[config.mk]
export PLATFORM = sky130hd
export DESIGN_NAME = game_input_cond
export DESIGN_NICKNAME = d
export VERILOG_FILES = /design/src/rtl/game_input_pkg.sv /design/src/rtl/game_input_cond_debounce_ch.sv /design/src/rtl/game_input_cond.sv
export SDC_FILE = /design/constraint.sdc
export NUM_CORES = 1
export LEC_CHECK = 0
export ABC_AREA = 1
export CORE_MARGIN = 2
export CORE_UTILIZATION = 59
export CTS_CLUSTER_SIZE = 14
export DETAILED_ROUTE_END_ITERATION = 10
export PLACE_DENSITY = 0.77
export SYNTH_ARGS = -nofsm -noshare
export SYNTH_HDL_FRONTEND = slang
export SYNTH_SLANG_ARGS = --single-unit
[constraint.sdc]
create_clock -name clk -period 2.3 [get_ports clk]
set_clock_uncertainty 0.05 [all_clocks]
set_input_delay 0.23 -clock clk [delete_from_list [all_inputs] [get_ports clk]]
set_output_delay 0.23 -clock clk [all_outputs]
set_load 0.01 [all_outputs]
[src/rtl/game_input_pkg.sv]
// Shared constants for the game input conditioner: button indices and channel widths.
package game_input_pkg;
   localparam int NUM_BTN   = 4;
   localparam int CHOICE_W  = 3;
   localparam int BTN_FLAP  = 0;
   localparam int BTN_START = 1;
   localparam int BTN_PAUSE = 2;
   localparam int BTN_QUIT  = 3;
endpackage

[src/rtl/game_input_cond_debounce_ch.sv]
// One raw line: 2-flop synchroniser, mismatch counter, stable level and registered rise flag.
module debounce_ch #(
   parameter int DEBOUNCE_CYCLES = 1_000_000
) (
   input  logic clk,
   input  logic rst_n,
   input  logic i_raw,
   output logic o_level,
   output logic o_rise,
   output logic o_chg_next
);
   localparam int CNT_W = $clog2(DEBOUNCE_CYCLES);
   localparam logic [CNT_W-1:0] CNT_TERM = CNT_W'(DEBOUNCE_CYCLES - 1);

   logic             r_s1;
   logic             r_s2;
   logic             r_stable;
   logic             r_rise;
   logic [CNT_W-1:0] r_cnt;
   logic             w_stable_next;
   logic [CNT_W-1:0] w_cnt_next;

   // Any sample that agrees with the stable level restarts the count.
   always_comb begin
      w_stable_next = r_stable;
      w_cnt_next    = '0;
      if (r_s2 != r_stable) begin
         if (r_cnt == CNT_TERM) begin
            w_stable_next = r_s2;
         end else begin
            w_cnt_next = r_cnt + 1'b1;
         end
      end
   end

   always_ff @(posedge clk) begin
      if (!rst_n) begin
         r_s1     <= 1'b0;
         r_s2     <= 1'b0;
         r_cnt    <= '0;
         r_stable <= 1'b0;
         r_rise   <= 1'b0;
      end else begin
         r_s1     <= i_raw;
         r_s2     <= r_s1;
         r_cnt    <= w_cnt_next;
         r_stable <= w_stable_next;
         r_rise   <= w_stable_next & ~r_stable;
      end
   end

   assign o_level    = r_stable;
   assign o_rise     = r_rise;
   assign o_chg_next = w_stable_next ^ r_stable;
endmodule

[src/rtl/game_input_cond.sv]
// Conditions board buttons and difficulty switches for the game core.
// Optional flap auto-repeat is built when GAME_INPUT_AUTOREPEAT_EN is defined.
module game_input_cond
   import game_input_pkg::*;
#(
   parameter int DEBOUNCE_CYCLES = 1_000_000,
   parameter int REPEAT_DELAY    = 25_000_000,
   parameter int REPEAT_PERIOD   = 6_250_000
) (
   input  logic                clk,
   input  logic                rst_n,
   input  logic [NUM_BTN-1:0]  btn_raw,
   input  logic [CHOICE_W-1:0] sw_raw,
   output logic [NUM_BTN-1:0]  btn_level,
   output logic [NUM_BTN-1:0]  btn_press,
   output logic [CHOICE_W-1:0] choice,
   output logic                choice_chg
);
   logic [NUM_BTN-1:0]  w_btn_level;
   logic [NUM_BTN-1:0]  w_btn_rise;
   logic [NUM_BTN-1:0]  w_btn_chg_next;
   logic [CHOICE_W-1:0] w_sw_level;
   logic [CHOICE_W-1:0] w_sw_rise;
   logic [CHOICE_W-1:0] w_sw_chg_next;
   logic                r_choice_chg;
   logic                w_unused;

   genvar gi;
   for (gi = 0; gi < NUM_BTN; gi++) begin : g_btn
      debounce_ch #(.DEBOUNCE_CYCLES(DEBOUNCE_CYCLES)) u_ch (
         .clk        (clk),
         .rst_n      (rst_n),
         .i_raw      (btn_raw[gi]),
         .o_level    (w_btn_level[gi]),
         .o_rise     (w_btn_rise[gi]),
         .o_chg_next (w_btn_chg_next[gi])
      );
   end

   for (gi = 0; gi < CHOICE_W; gi++) begin : g_sw
      debounce_ch #(.DEBOUNCE_CYCLES(DEBOUNCE_CYCLES)) u_ch (
         .clk        (clk),
         .rst_n      (rst_n),
         .i_raw      (sw_raw[gi]),
         .o_level    (w_sw_level[gi]),
         .o_rise     (w_sw_rise[gi]),
         .o_chg_next (w_sw_chg_next[gi])
      );
   end

   always_ff @(posedge clk) begin
      if (!rst_n) begin
         r_choice_chg <= 1'b0;
      end else begin
         r_choice_chg <= |w_sw_chg_next;
      end
   end

`ifdef GAME_INPUT_AUTOREPEAT_EN
   localparam int REP_MAX = (REPEAT_DELAY > REPEAT_PERIOD) ? REPEAT_DELAY : REPEAT_PERIOD;
   localparam int REP_W   = $clog2(REP_MAX) + 1;
   localparam logic [REP_W-1:0] DELAY_TERM  = REP_W'(REPEAT_DELAY - 1);
   localparam logic [REP_W-1:0] PERIOD_TERM = REP_W'(REPEAT_PERIOD - 1);

   logic [REP_W-1:0] r_rep_cnt;
   logic             r_rep_periodic;
   logic             r_rep_pulse;
   logic             w_hold;
   logic             w_rep_fire;

   // Held means already high and not falling on this edge, so a release suppresses its own pulse.
   assign w_hold     = w_btn_level[BTN_FLAP] & ~w_btn_chg_next[BTN_FLAP];
   assign w_rep_fire = w_hold & (r_rep_cnt == (r_rep_periodic ? PERIOD_TERM : DELAY_TERM));

   always_ff @(posedge clk) begin
      if (!rst_n) begin
         r_rep_cnt      <= '0;
         r_rep_periodic <= 1'b0;
         r_rep_pulse    <= 1'b0;
      end else begin
         r_rep_pulse <= w_rep_fire;
         if (!w_hold) begin
            r_rep_cnt      <= '0;
            r_rep_periodic <= 1'b0;
         end else if (w_rep_fire) begin
            r_rep_cnt      <= '0;
            r_rep_periodic <= 1'b1;
         end else begin
            r_rep_cnt <= r_rep_cnt + 1'b1;
         end
      end
   end

   assign btn_press = w_btn_rise | {{(NUM_BTN-1){1'b0}}, r_rep_pulse};
`else
   assign btn_press = w_btn_rise;
`endif

   assign btn_level  = w_btn_level;
   assign choice     = w_sw_level;
   assign choice_chg = r_choice_chg;

   assign w_unused = &{1'b0, w_sw_rise, w_btn_chg_next, 1'(REPEAT_DELAY), 1'(REPEAT_PERIOD), 1'b0};
endmodule

==> flow_summary.yaml, run 1 <==
cts:
  cts.sinks: 166
  clk-insertion-delay-late_ns: 0.42
  ctsResizeCount: 0
  post_cts_buffers: 0
  cts_root_buffer: "clkbuf_16"
  clkSlewWorstSetupHoldPaths_ns: 0.06
  cts-hold-fix-buffers: 0
  cts_tree: "done"
  number_of_buffers_on_the_longest_clock_path: 2
  htree_levels: 4
  cts_made_buffers: 17
global_routing:
  global_route_wire_length_before_repair_um: 27800
  globalRouteOverflowTotal: 0
  grt_start_max_net_pins: 34
  initial_antenna_violation_count: 0
  total_global_routing_track_utilization: 0.226
  via_count_of_the_first_global_routing_pass: 6587
pwr:
  p_total_mw: 5.59
  total_leakage_power_nw: 2.92
  peakVddDrop_uv: 525
  total_switching_power_mw: 1.14
  power.clock.fraction: 0.468
  power.share.sequential: 0.518
  share_comb_of_total_power: 0.014
  power.density_nw_per_um2: 612
  power.switching_fraction: 0.204
  internal_power_mw: 4.45
worst_setup_path:
  r2r_setup_slack_ns: 0.49
  critical_path.startpoint_type: "flop"
  required_ns: 2.54
  crit_path_end_kind: "flop"
  arr_time_crit_path_ns: 2.05
  timing.critical_path.fanout_max: 19
  type_of_the_worst_setup_path: "reg -> reg"
finish:
  post_route_cells_drive_above_1_share: 0.0769
  antenna-diode-count: 0
  postLayoutCoreUtil: 0.662
  areaGrowthSynthToFinish_pct: 9.91
  final_design_area_no_fill_um2: 9150
  layoutNonFillerInstCount: 1429
  finish.net_count: 1253
  layout.cells.most_common_list: "nand2_1, nor2_1, dfxtp_1, inv_1, nand3_1"
  most_common_cell_after_layout_fill_and_taps_aside: "nand2_1"
drt:
  route.detailed.drc: 0
  detail_route.vias_per_cell: 4.97
  initialDrtViolationCount: 417
  final_routed_wire_length_divided_by_cell_count_um: 11.0
  drt-pass1-iter-count: 6
  routed-wl-met2_um: 7150
  route.final.wire_length_um: 15700
  drt.antenna.violating_nets: 0
  detail_route.wirelength.met1_um: 7770
  maxUsedRoutingLayer: "met4"
  vias: 7102
  met3_length_um: 504
die:
  die-height_um: 123
  floorplan.die.width_um: 123
  dieArea_um2: 15100
  boundaryPins: 21
  area_of_the_placeable_core_um2: 13800
  floorplan.initialDensity: 0.602
  core.rowCount: 43
synthesis:
  synthFlopType: "dfxtp_1"
  synth_area_um2: 8320
  postSynthNetCount: 1232
  ys.warnings.count: 0
  synth-seq-cells: 166
  post_synth_num_cell_types: 34
  yosysSeqAreaShare: 0.399
  synth_enable_flop_cells: 0
  mean_area_per_synthesized_cell_um2: 6.85
  async_flop_share: 0
  syn_inst: 1216
timing:
  finalSetupViolations: 0
  final-hold-violation-count: 0
  slew_violations: 0
  setup_slack_after_layout_ns: 0.488
  rsz0062_at_grt: "false"
  worst_margin_slew_ns: 0.591
  timing.hold.ws_ns: 0.292
  layout_min_cycle_time_ns: 1.81
  finalSetupTns_ns: 0
  slew_headroom: 0.605
  maxClockFrequency_ghz: 0.552
  layout_worst_path_cycle_share: 0.788
placed_design:
  place_inst: 1398
  detailed_place_hpwl_um: 11400
  port_buf_inserts: 20
  dpl_worst_slack_ns: 0.437
  gp_congestion: 0.911
  post_placement_cell_area_um2: 8610
flow_run:
  cap_violations: 0
status:
  status: "complete, no violations"
worst_hold_path:
  classification_of_the_worst_slack_hold_path: "in -> reg"
[kinds of logic (layout without fill, tap and decap cells)]
group,Yosys count,count (layout),share of synthesized area
AOI/OAI and AO/OA,87,87,0.0592
and+or+nand+nor,748,748,0.385
adders and majority gates,7,7,0.0105
buffers and inverters,145,178,0.0801
xor gates and xnor gates,63,63,0.0663
DFF,166,166,0.399
[synthesized netlist by cell type, drive strengths merged, types with 13 or more instances]
| master | instances | area (um^2) |
|---|---|---|
| nand2 | 311 | 1180 |
| nor2 | 297 | 1190 |
| dfxtp | 166 | 3320 |
| inv | 117 | 439 |
| nand3 | 64 | 340 |
| a21oi | 63 | 349 |
| xor2 | 39 | 342 |
| nand4 | 30 | 188 |
| buf | 27 | 224 |
| xnor2 | 24 | 210 |
| o21ai | 22 | 118 |
| nand3b | 15 | 113 |
| or2 | 15 | 93.8 |
| nor3 | 13 | 70.1 |
[routing by layer]
layer / GRT usage / vias to the layer above
li1: - / 3844
met1: 0.292 / 3146
met2: 0.367 / 89
met3: 0.0534 / 23
met4: 0.0797 / 0
met5: 0 / -
[power groups by stage]
stage,sequential (mW),clock (mW),combinational (mW)
6_report,2.90,2.62,0.0773
5_1_grt,2.90,2.80,0.0882
4_1_cts,2.90,2.68,0.0782
3_5_place_dp,2.96,0,0.0778
3_3_place_gp,2.96,0,0.0767
2_1_floorplan,2.96,0,0.0530
[state kept, by name (all words and copies together) (netlist names)]
name / flops
g_btn.u_ch.r_cnt: 80
g_btn.u_ch.o_level: 4
g_btn.u_ch.r_s1: 4
g_sw.u_ch.r_cnt: 60
g_sw.u_ch.r_s1: 3
g_btn.u_ch.o_rise: 4
choice_chg: 1
g_sw.u_ch.o_level: 3
g_btn.u_ch.r_s2: 4
g_sw.u_ch.r_s2: 3
[final timing paths]
check	start	end	depth (start not counted)
worst min-delay path	sw_raw[2]	g_sw[2].u_ch.r_s1$_SDFF_PN0_	3
worst min register to register	g_btn[2].u_ch.r_s1$_SDFF_PN0_	g_btn[2].u_ch.r_s2$_SDFF_PN0_	2
worst max register to register	g_sw[0].u_ch.r_cnt[0]$_SDFF_PP0_	g_sw[0].u_ch.r_cnt[14]$_SDFF_PP0_	6
worst max-delay path	g_sw[0].u_ch.r_cnt[0]$_SDFF_PP0_	g_sw[0].u_ch.r_cnt[14]$_SDFF_PP0_	6
[worst max-delay path: stages (launching register included)]
cell	delay (ns)
dfxtp_1	0.42
ha_1	0.24
nand3_2	0.14
inv_1	0.15
nand2_2	0.09
o21bai_4	0.48
nor2_1	0.11
[final cells by class]
type | instances | area, um^2
clock inverter | 9 | 78.8
multi-input combinational | 905 | 4330
inverter | 118 | 443
sequential | 166 | 3320
clock buffer | 22 | 464
tap | 180 | 225
timing repair buffer | 29 | 280
fill | 1248 | 4680
(Power assumes the default switching activity.)
==> run 2, diff against run 1 <==
Settings changed: CORE_UTILIZATION 59 to 56, PLACE_DENSITY 0.77 to 0.76.
Clock period 2.3 ns to 1.6 ns, I/O delays scaled along.
==> run 2 against run 1 <==
Non-clock buffer count grew 47. Critical path depth fell by 5. Critical endpoint is now btn_level[0]. Worst setup slack got worse by 0.45 ns.
==> flow_summary.yaml, run 2 (same netlist as run 1, synthesis figures left out) <==
timing:
  layout_worst_path_cycle_share: 0.977
  finalSetupViolations: 0
  final-hold-violation-count: 0
  slew_violations: 0
  maxClockFrequency_ghz: 0.640
  worst_margin_slew_ns: 0.306
  slew_headroom: 0.794
  rsz0062_at_grt: "true"
  setup_slack_after_layout_ns: 0.0368
  timing.hold.ws_ns: 0.216
  layout_min_cycle_time_ns: 1.56
placed_design:
  dpl_worst_slack_ns: -0.0133
  gp_congestion: 0.912
  port_buf_inserts: 20
  detailed_place_hpwl_um: 12100
  place_inst: 1448
worst_setup_path:
  crit_path_end_kind: "output pin"
  critical-path-max-stage-delay_ns: 0.56
  critical_path.startpoint_type: "flop"
  endpoint_of_the_most_critical_register_to_register_path: "g_sw[2].u_ch.r_cnt[10]$_SDFF_PP0_"
  worst_path_max_delay_cell: "clkdlybuf4s50_1"
  critical_path_buf_inv_count: 1
  crit_path_leading_delay_family: "buffers and inverters"
  timing.critical_path.fanout_max: 5
  arr_time_crit_path_ns: 1.35
  type_of_the_worst_setup_path: "reg -> out"
  worst-r2r-cell-count: 8
  required_ns: 1.39
  r2r_setup_slack_ns: 0.11
  r2r_start: "g_sw[2].u_ch.r_cnt[1]$_SDFF_PP0_"
  critical_path.cell_chain: "clkdlybuf4s50_1"
pwr:
  total_leakage_power_nw: 3.22
  power.density_nw_per_um2: 833
  peakVddDrop_uv: 734
finish:
  most_common_cell_after_layout_fill_and_taps_aside: "nand2_1"
  layout.cells.most_common_list: "nand2_1, nor2_1, dfxtp_1, inv_1, nand3_1"
  post_route_cells_drive_above_1_share: 0.135
  areaGrowthSynthToFinish_pct: 16.5
  top_register: "g_btn.u_ch.r_cnt"
  flip_flop_count_of_the_largest_register_after_layout: 80
  finish.net_count: 1300
  layoutNonFillerInstCount: 1475
  postLayoutCoreUtil: 0.668
  antenna-diode-count: 0
  largestRegisters: "g_btn.u_ch.r_cnt x80, g_sw.u_ch.r_cnt x60"
global_routing:
  initial_antenna_violation_count: 0
  grt_start_max_net_pins: 21
  globalRouteOverflowTotal: 0
  via_count_of_the_first_global_routing_pass: 6740
  global_route_wire_length_before_repair_um: 28600
  total_global_routing_track_utilization: 0.214
cts:
  cts_tree: "done"
  cts.sinks: 166
  clk-insertion-delay-late_ns: 0.42
  cts_root_buffer: "clkbuf_16"
  htree_levels: 4
  number_of_buffers_on_the_longest_clock_path: 2
  clkSlewWorstSetupHoldPaths_ns: 0.06
  cts_made_buffers: 17
drt:
  vias: 7384
  drt-pass1-iter-count: 5
  route.detailed.drc: 0
  detail_route.vias_per_cell: 5.01
  drt.antenna.violating_nets: 0
  initialDrtViolationCount: 523
  final_routed_wire_length_divided_by_cell_count_um: 11.4
  route.final.wire_length_um: 16800
worst_hold_path:
  min-delay-start: "sw_raw[2]"
  classification_of_the_worst_slack_hold_path: "in -> reg"
  min_path_cells: 3
  hold_path_end: "g_sw[2].u_ch.r_s1$_SDFF_PN0_"
die:
  floorplan.die.width_um: 126
  floorplan.initialDensity: 0.573
  boundaryPins: 21
  core.rowCount: 44
  dieArea_um2: 15900
  area_of_the_placeable_core_um2: 14500
  die-height_um: 126
flow_run:
  cap_violations: 0
status:
  status: "complete, no violations"
## run 2: what timing repair did
item,4_1_cts,5_1_grt
hold buffers,0,0
setup buffers,1,0
setup endpoints to repair,13,85
pin swaps,1,6
resized for setup,5,39
## run 2: power breakdown
group / total (mW) / internal (mW) / switching (mW)
combinational: 0.142 / 0.0673 / 0.0746
sequential: 4.17 / 4.16 / 0.0124
clock: 3.77 / 2.27 / 1.50
total: 8.08 / 6.50 / 1.58
## run 2: metal layers
layer	GRT usage	share of wire	up-vias
met3	0.0510	0.038	21
met4	0.0627	0.013	0
met1	0.277	0.48	3285
met2	0.355	0.47	134
li1	-	-	3944
met5	0	0	-
## run 2: tightest hold or removal path: stages
cell and delay (ns):
clkdlybuf4s50_1 0.39, nand2_1 0.06, inv_1 0.03
## run 2: metrics by stage
stage | TNS, ns | instance area [um^2] | total power [mW]
2_1_floorplan | 0 | 8320 | 4.33
3_3_place_gp | 0 | 9020 | 4.39
3_5_place_dp | -0.0248 | 9020 | 4.40
4_1_cts | -0.00194 | 9570 | 8.15
5_1_grt | -0.0383 | 9700 | 8.33
6_report | 0 | 9700 | 8.08
## run 2: worst max path at each step
stage,end,startpoint,cells past startpoint,slack (ns)
2_1_floorplan,g_sw[0].u_ch.r_cnt[18]$_SDFF_PP0_,g_sw[0].u_ch.r_cnt[0]$_SDFF_PP0_,7,0.11
3_3_place_gp,g_sw[0].u_ch.r_cnt[14]$_SDFF_PP0_,g_sw[0].u_ch.r_cnt[0]$_SDFF_PP0_,6,0.04
3_5_place_dp,g_sw[0].u_ch.r_cnt[14]$_SDFF_PP0_,g_sw[0].u_ch.r_cnt[7]$_SDFF_PP0_,6,-0.01
4_1_cts,g_btn[3].u_ch.r_cnt[16]$_SDFF_PP0_,g_btn[3].u_ch.r_cnt[1]$_SDFF_PP0_,5,-0.002
5_1_grt,g_sw[2].u_ch.r_cnt[10]$_SDFF_PP0_,g_sw[2].u_ch.r_cnt[1]$_SDFF_PP0_,8,-0.03
6_report,btn_level[0],g_btn[0].u_ch.o_level$_SDFF_PN0_,1,0.04
## run 2: cell type report
class | instances | area [um^2]
clock inverter | 6 | 82.6
fill | 1255 | 4830
tap | 184 | 230
multi-input combinational | 905 | 4460
timing repair buffer | 76 | 711
clock buffer | 20 | 447
sequential | 166 | 3330
inverter | 118 | 443
==> run 3, diff against run 2 <==
Settings changed: TNS_END_PERCENT from default to 50.
==> run 3 against run 2 <==
Non-clock buffer count unchanged. Core utilization barely moved. Combinational power hardly changed. Cell count is the same. Sequential power hardly changed. Worst setup slack hardly changed. Sequential share of layout area about the same. Hold slack about the same.
==> flow_summary.yaml, run 3 (same netlist as run 1, synthesis figures left out) <==
status:
  status: "complete, no violations"
cts:
  htree_levels: 4
  cts_tree: "done"
  clk-insertion-delay-late_ns: 0.42
  cts.sinks: 166
  cts_made_buffers: 17
  clkSlewWorstSetupHoldPaths_ns: 0.06
  cts_root_buffer: "clkbuf_16"
  cts-hold-fix-buffers: 0
  number_of_buffers_on_the_longest_clock_path: 2
finish:
  areaGrowthSynthToFinish_pct: 16.5
  most_common_cell_after_layout_fill_and_taps_aside: "nand2_1"
  antenna-diode-count: 0
  finish.net_count: 1300
  regArea_um2: 3330
  flip_flop_count_of_the_largest_register_after_layout: 80
  layout.cells.most_common_list: "nand2_1, nor2_1, dfxtp_1, inv_1, nand3_1"
  area_of_combinational_cells_with_multiple_inputs_um2: 4450
  post_route_cells_drive_above_1_share: 0.135
  top_register: "g_btn.u_ch.r_cnt"
  fill_cells: 1256
  largestRegisters: "g_btn.u_ch.r_cnt x80, g_sw.u_ch.r_cnt x60"
die:
  core.rowCount: 44
  boundaryPins: 21
  area_of_the_placeable_core_um2: 14500
  floorplan.initialDensity: 0.573
  floorplan.die.width_um: 126
  dieArea_um2: 15900
  die-height_um: 126
drt:
  detail_route.vias_per_cell: 5.00
  vias: 7375
  initialDrtViolationCount: 506
  final_routed_wire_length_divided_by_cell_count_um: 11.4
  route.detailed.drc: 0
  drt.antenna.violating_nets: 0
  route.final.wire_length_um: 16800
  drt-pass1-iter-count: 6
worst_setup_path:
  crit_path_leading_delay_family: "buffers and inverters"
  cp-endpoint: "btn_level[0]"
  critical_path.startpoint_type: "flop"
  timing.critical_path.fanout_max: 5
  r2r_setup_slack_ns: 0.11
  crit_path_end_kind: "output pin"
  arr_time_crit_path_ns: 1.35
  type_of_the_worst_setup_path: "reg -> out"
  worst-r2r-cell-count: 8
  required_ns: 1.39
  critical-path-max-stage-delay_ns: 0.56
  path_depth: 1
  critical_path.cell_chain: "clkdlybuf4s50_1"
  start_point_of_the_critical_path: "g_btn[0].u_ch.o_level$_SDFF_PN0_"
  critical_path_buf_inv_count: 1
  r2r_start: "g_sw[2].u_ch.r_cnt[1]$_SDFF_PP0_"
  endpoint_of_the_most_critical_register_to_register_path: "g_sw[2].u_ch.r_cnt[16]$_SDFF_PP0_"
  worst_path_max_delay_cell: "clkdlybuf4s50_1"
global_routing:
  global_route_wire_length_before_repair_um: 28600
  total_global_routing_track_utilization: 0.214
  globalRouteOverflowTotal: 0
  via_count_of_the_first_global_routing_pass: 6740
  initial_antenna_violation_count: 0
  grt_start_max_net_pins: 21
timing:
  worst_margin_slew_ns: 0.323
  rsz0062_at_grt: "true"
  maxClockFrequency_ghz: 0.640
  layout_worst_path_cycle_share: 0.977
  finalSetupTns_ns: 0
  slew_violations: 0
  timing.hold.ws_ns: 0.216
  finalSetupViolations: 0
  layout_min_cycle_time_ns: 1.56
  final-hold-violation-count: 0
  slew_headroom: 0.783
flow_run:
  cap_violations: 0
pwr:
  total_switching_power_mw: 1.59
  power.switching_fraction: 0.196
  power.share.sequential: 0.516
  share_comb_of_total_power: 0.018
  power.density_nw_per_um2: 834
  internal_power_mw: 6.50
  peakVddDrop_uv: 734
  total_leakage_power_nw: 3.22
  power.clock.fraction: 0.467
worst_hold_path:
  min_path_cells: 3
  classification_of_the_worst_slack_hold_path: "in -> reg"
placed_design:
  detailed_place_hpwl_um: 12100
  port_buf_inserts: 20
  gp_congestion: 0.912
## run 3: worst min path at each step
| stage | startpoint | slack [ns] | to |
|---|---|---|---|
| 5_1_grt | sw_raw[2] | 0.23 | g_sw[2].u_ch.r_s1$_SDFF_PN0_ |
| 6_report | sw_raw[2] | 0.22 | g_sw[2].u_ch.r_s1$_SDFF_PN0_ |
| 3_5_place_dp | g_btn[0].u_ch.r_s1$_SDFF_PN0_ | 0.35 | g_btn[0].u_ch.r_s2$_SDFF_PN0_ |
| 4_1_cts | sw_raw[2] | 0.20 | g_sw[2].u_ch.r_s1$_SDFF_PN0_ |
| 2_1_floorplan | btn_raw[0] | 0.21 | g_btn[0].u_ch.r_s1$_SDFF_PN0_ |
| 3_3_place_gp | g_btn[1].u_ch.r_s1$_SDFF_PN0_ | 0.34 | g_btn[1].u_ch.r_s2$_SDFF_PN0_ |
## run 3: cell type report
class | instances | area share
inverters | 118 | 0.0457
multi-input cells | 905 | 0.459
clock inverters | 6 | 0.00852
clock buffers | 20 | 0.0461
well taps | 184 | 0.0237
repair buffers | 76 | 0.0733
flip-flops and latches | 166 | 0.343
## run 3: metrics by stage
stage               area, um^2  instances  power (mW)  setup slack (ns)   util
floorplan                 8320       1216        4.33             0.111      -
global placement          9020       1448        4.39            0.0413  0.621
detailed placement        9020       1448        4.40           -0.0133  0.621
CTS                       9570       1475        8.15          -0.00194  0.658
global route              9700       1475        8.33           -0.0430  0.667
finish                    9700       1475        8.08            0.0366  0.667
## run 3: per-layer routing
| layer | track usage | routed length (um) | vias to the layer above | part of all wire |
|---|---|---|---|---|
| met5 | 0 | 0 | - | 0 |
| met3 | 0.0510 | 637 | 22 | 0.038 |
| li1 | - | - | 3939 | - |
| met1 | 0.277 | 8040 | 3285 | 0.48 |
| met2 | 0.355 | 7960 | 129 | 0.47 |
| met4 | 0.0627 | 205 | 0 | 0.012 |
## run 3: power groups by stage
stage,Clock [mW],Combinational [mW],Sequential [mW]
6_report,3.77,0.142,4.17
4_1_cts,3.84,0.141,4.17
2_1_floorplan,0,0.0762,4.26
5_1_grt,4.00,0.157,4.17
3_5_place_dp,0,0.138,4.26
3_3_place_gp,0,0.136,4.26
## run 3: timing repair
item                                    4_1_cts  5_1_grt
pin swaps                                     1        6
endpoints found under the setup margin       13       85
gates cloned                                  0        0
gates resized for setup                       5       38
buffers inserted                              1        0
